**src/rtl/mips_mem_responder.sv**
```systemverilog
// Memory responder for the byte-wide multicycle MIPS bus: RAM plus a boot loader FSM.
// Define MEM_WRPROT_EN to discard processor writes below TEXT_TOP and flag them on wr_err.
module mips_mem_responder #(
  parameter int unsigned WIDTH    = 8,
  parameter int unsigned ADDRBITS = 8,
  parameter int unsigned TEXT_TOP = 'h40
) (
  input  logic                clk,
  input  logic                reset,
  input  logic                memread,
  input  logic                memwrite,
  input  logic [ADDRBITS-1:0] adr,
  input  logic [WIDTH-1:0]    writedata,
  output logic [WIDTH-1:0]    memdata,
  output logic                cpu_reset,
  input  logic                ld_valid,
  input  logic [WIDTH-1:0]    ld_data,
  input  logic                ld_last,
  output logic                ld_ready,
  output logic                wr_err
);

  localparam int unsigned DEPTH = 1 << ADDRBITS;
  localparam logic [ADDRBITS-1:0] TEXT_TOP_A = ADDRBITS'(TEXT_TOP);
`ifdef MEM_WRPROT_EN
  localparam bit PROT_EN = 1'b1;
`else
  localparam bit PROT_EN = 1'b0;
`endif

  typedef enum logic [1:0] {LOAD, DONE, RUN} state_t;

  state_t              state_q, state_d;
  logic [ADDRBITS-1:0] ld_ptr_q, ld_ptr_d;
  logic                wr_err_q, wr_err_d;
  logic [WIDTH-1:0]    mem_q [DEPTH];

  logic                mem_we;
  logic [ADDRBITS-1:0] mem_wa;
  logic [WIDTH-1:0]    mem_wd;
  logic                ptr_full;

  assign ptr_full = (ld_ptr_q == {ADDRBITS{1'b1}});

  always_comb begin
    state_d   = state_q;
    ld_ptr_d  = ld_ptr_q;
    wr_err_d  = wr_err_q;
    mem_we    = 1'b0;
    mem_wa    = ld_ptr_q;
    mem_wd    = ld_data;
    ld_ready  = 1'b0;
    cpu_reset = 1'b1;
    memdata   = '0;
    if (reset) begin
      state_d  = LOAD;
      ld_ptr_d = '0;
      wr_err_d = 1'b0;
    end else begin
      case (state_q)
        LOAD: begin
          ld_ready = 1'b1;
          if (ld_valid) begin
            mem_we = 1'b1;
            // Pointer holds on the last slot so a full image never wraps.
            ld_ptr_d = ptr_full ? ld_ptr_q : ld_ptr_q + 1'b1;
            if (ld_last || ptr_full) state_d = DONE;
          end
        end
        DONE: state_d = RUN;
        RUN: begin
          cpu_reset = 1'b0;
          // Read returns the pre-write word when a write hits the same cycle.
          if (memread) memdata = mem_q[adr];
          if (memwrite) begin
            if (PROT_EN && (adr < TEXT_TOP_A)) begin
              wr_err_d = 1'b1;
            end else begin
              mem_we = 1'b1;
              mem_wa = adr;
              mem_wd = writedata;
            end
          end
        end
        default: state_d = LOAD;
      endcase
    end
  end

  assign wr_err = wr_err_q & ~reset;

  always_ff @(posedge clk) begin
    state_q  <= state_d;
    ld_ptr_q <= ld_ptr_d;
    wr_err_q <= wr_err_d;
  end

  always_ff @(posedge clk) begin
    if (mem_we) mem_q[mem_wa] <= mem_wd;
  end

endmodule

```
**config.mk**
```make
export PLATFORM = sky130hd
export DESIGN_NAME = mips_mem_responder
export DESIGN_NICKNAME = d
export VERILOG_FILES = /design/src/rtl/mips_mem_responder.sv
export SDC_FILE = /design/constraint.sdc
export NUM_CORES = 2
export LEC_CHECK = 0
export CAP_MARGIN = 20
export CORE_AREA = 4 4 527 529
export CTS_CLUSTER_DIAMETER = 40
export DETAILED_ROUTE_END_ITERATION = 12
export DIE_AREA = 0 0 531 533
export SLEW_MARGIN = 20
export SYNTH_ARGS = -nofsm -noshare
export SYNTH_HDL_FRONTEND = slang
export SYNTH_SLANG_ARGS = --single-unit
```
**constraint.sdc**
```tcl
create_clock -name clk -period 7.7 [get_ports clk]
set_clock_uncertainty 0.15 [all_clocks]
set_input_delay 0.77 -clock clk [delete_from_list [all_inputs] [get_ports clk]]
set_output_delay 0.77 -clock clk [all_outputs]
set_load 0.05 [all_outputs]
```
==> flow_metrics.tcl <==
set metrics [dict create \
    placed_cells 7605 \
    maxSlewHeadroom_pct 15.0 \
    power.total_mw 25.0 \
    crit_top_cell "buf_4" \
    synth_top_area_cell "edfxtp_1" \
    clock_sinks 2058 \
    synth_xor_area_share_pct 0.0859 \
    grt-ovfl-total 0 \
    hold_viol 0 \
    area_growth_syn_to_layout_pct 15.1 \
    post-route-period-util_pct 84.9 \
    worst_slew_pin_slew_ns 1.27 \
    gr-usage-all-layers_pct 15.7 \
    drtIter0Drc 5604 \
    place_congestion 0.942 \
    end_kind "primary output" \
    postSynthRegisterBits 2058 \
    fillers 25416 \
    synth_nets 4150 \
    slowest_delay_ns 0.86 \
    r2r_end "mem_q[126][7]" \
    grt_pass1_wl_um 320000 \
    grt_setup_unrepaired "false" \
    die_h_um 533 \
    post_cts_buffers 0 \
    min_from "ld_last" \
    rrSetupSlack_ns 3.11 \
    grt_pass1_vias 41707 \
    antenna_left 0 \
    synth_ff_type "edfxtp_1" \
    synth_most_common_cell "edfxtp_1" \
    worstPathArrival_ns 5.61 \
    postSynthAreaPerCell_um2 19.8 \
    viasPerCell 5.29 \
    synth_edf_count 2048 \
    fin_nets 4287 \
    coreArea_um2 273000 \
    cts-hold-fix-buffers 0 \
    setup_viol 0 \
    synth_common_cells "edfxtp_1 (2,048), mux4_2 (358), nor2_1 (323)" \
    die_width_um 531 \
    drv_slew 0 \
    vias 42609 \
    cp_cell_sequence "clkdlybuf4s50_1, buf_4, nor3_2, buf_4, nand2_1, o21ai_0, a211oi_1, nand4_1, o32ai_1, buf_4, clkdlybuf4s50_1" \
    timing.fmax_mhz 153 \
    globalRouteMet2Util_pct 23.2 \
    synth_top_family_by_area "multiplexers" \
    layout-drive-gt1-share_pct 20.8 \
    die_area_um2 283000 \
    grtUsageMet3_pct 4.01 \
    synth.distinct_cells 78 \
    use_met1_pct 21.3 \
    cts-resized-gates 0 \
    path_clk_slew_ns 0.06 \
    routed_wl_um 227000 \
    required_ns 6.78 \
    powerDensity_nw_per_um2 266 \
    muxShareOfSynthArea_pct 14.5 \
    criticalPathCategory "in -> out" \
    start_kind "primary input" \
    r2r_cells 6 \
    antenna_found_initial 12 \
    drt_first_pass_iters 6 \
    worstReg2RegStart "state_q[1]" \
    stdcell_area_um2 93900 \
    initial_core_util_pct 29.9 \
    p_leak_nw 29.0 \
    io_buffers 39 \
    htreeDepth 4 \
    routedWlPerCell_um 28.2 \
    synthAdderAreaFrac_pct 0.0153 \
    cts_buffer_depth 3 \
    setup_tns_ns 0 \
    cts-buffers-inserted 238 \
    tritoncts "yes" \
    synthesis.area_um2 81600 \
    synth_warnings 0 \
    hp-class "in -> reg" \
    synth_top_cell_area_share_pct 75.4 \
    place_area_um2 85800 \
    synth_area_leaders "edfxtp_1 (75%), mux4_2 (9.9%), mux2i_1 (3.2%)" \
    cp_slowest_cell "clkdlybuf4s50_1" \
    final_cells 8053 \
    drc_errors 0 \
    fin_crit_ns 6.53 \
    maxCapViolations 0 \
    grt_max_degree 213 \
    grt.busiest_layer "met2" \
    whs_path_depth 3 \
    hold_end "state_q[0]" \
    status "finished clean" \
    synth_seq_area_share_pct 75.6 \
    holdWs_ns 0.340 \
    synth-simple-area-share_pct 4.21 \
    synth_compound_area_share_pct 3.25 \
    worstPathMaxFanout 11 \
    final-seq-area_um2 61700 \
    netlist_instances 4119 \
    place_hpwl_um 144000 \
    num_rows 192 \
    io_pins 41 \
    async_flop_share_pct 0 \
    clk_latency_ns 0.88 \
    multi_input_area_um2 18100 \
    cts-root-buf "clkbuf_16" \
    ir_drop_mv 0.245 \
]
[final cells by class]
cell class | instances | area share [%]
sequential | 2058 | 65.7
multi-input combinational | 1802 | 19.3
clock buffer | 275 | 6.58
tap | 3589 | 4.78
clock inverter | 171 | 2.07
timing repair buffer | 150 | 1.56
inverter | 6 | 0.0266
antenna | 2 | 0.00533
[worst max-delay path, delay by kind of cell]
family                 cells  cell delay [ns]
buffers and inverters      5             2.40
AOI/OAI and AO/OA          3             1.54
and+or+nand+nor            3             0.88
[metrics by stage]
step           util (%)  setup slack (ns)
2_1_floorplan         -              2.20
3_3_place_gp       31.4             0.902
3_5_place_dp       31.4              1.15
4_1_cts            34.4              1.15
5_1_grt            34.4              1.05
6_report           34.4              1.17
[kinds of logic (layout without fill, tap and decap cells)]
kind of cell | after synthesis | after routing
compound gates | 361 | 361
flops | 2058 | 2058
simple gates | 752 | 752
buf+inv | 259 | 602
xor+xnor | 8 | 8
mux | 679 | 679
other cells | 1 | 3
fa+ha+maj | 1 | 1
[state kept, by name (all words and copies together), names as in the netlist]
register and cells:
ld_ptr_q 8, mem_q 2048, state_q 2
[metal layers]
| metal | share of wire [%] | routed length, µm |
|---|---|---|
| met5 | 0.011 | 26 |
| met4 | 5.7 | 12900 |
| met3 | 9.9 | 22400 |
| met2 | 45 | 101000 |
| met1 | 40 | 90100 |
[report_power, final]
part	switching, mW	leakage, nW	total, mW	internal [mW]
clock network	4.69	3.90	11.4	6.74
logic	0.850	6.62	1.21	0.359
registers	0.00459	18.5	12.4	12.4
[worst max-delay path by stage]
stage | startpoint | end
floorplan | memwrite | mem_q[0][0]
detailed placement | adr[0] | memdata[5]
CTS | adr[0] | memdata[5]
global route | adr[0] | memdata[5]
finish | adr[6] | memdata[5]
global placement | adr[5] | memdata[5]
[cell usage in the layout (no fill, tap or decap), drive strengths merged, types with 22 or more instances in the layout]
cell type	Yosys	final
nor3	101	101
bufinv	0	27
clkbuf	81	275
mux2	26	26
clkinv	0	88
a21oi	48	48
clkinvlp	0	23
mux2i	263	263
edfxtp	2048	2048
nand4	24	24
a2111oi	23	23
inv	6	39
nand3	47	47
clkdlybuf4s50	0	29
o22ai	69	69
buf	172	121
mux4	390	390
o221ai	65	65
nand2	145	145
a211oi	22	22
nor2	323	323
o21ai	49	49
(Power assumes the default switching activity.)
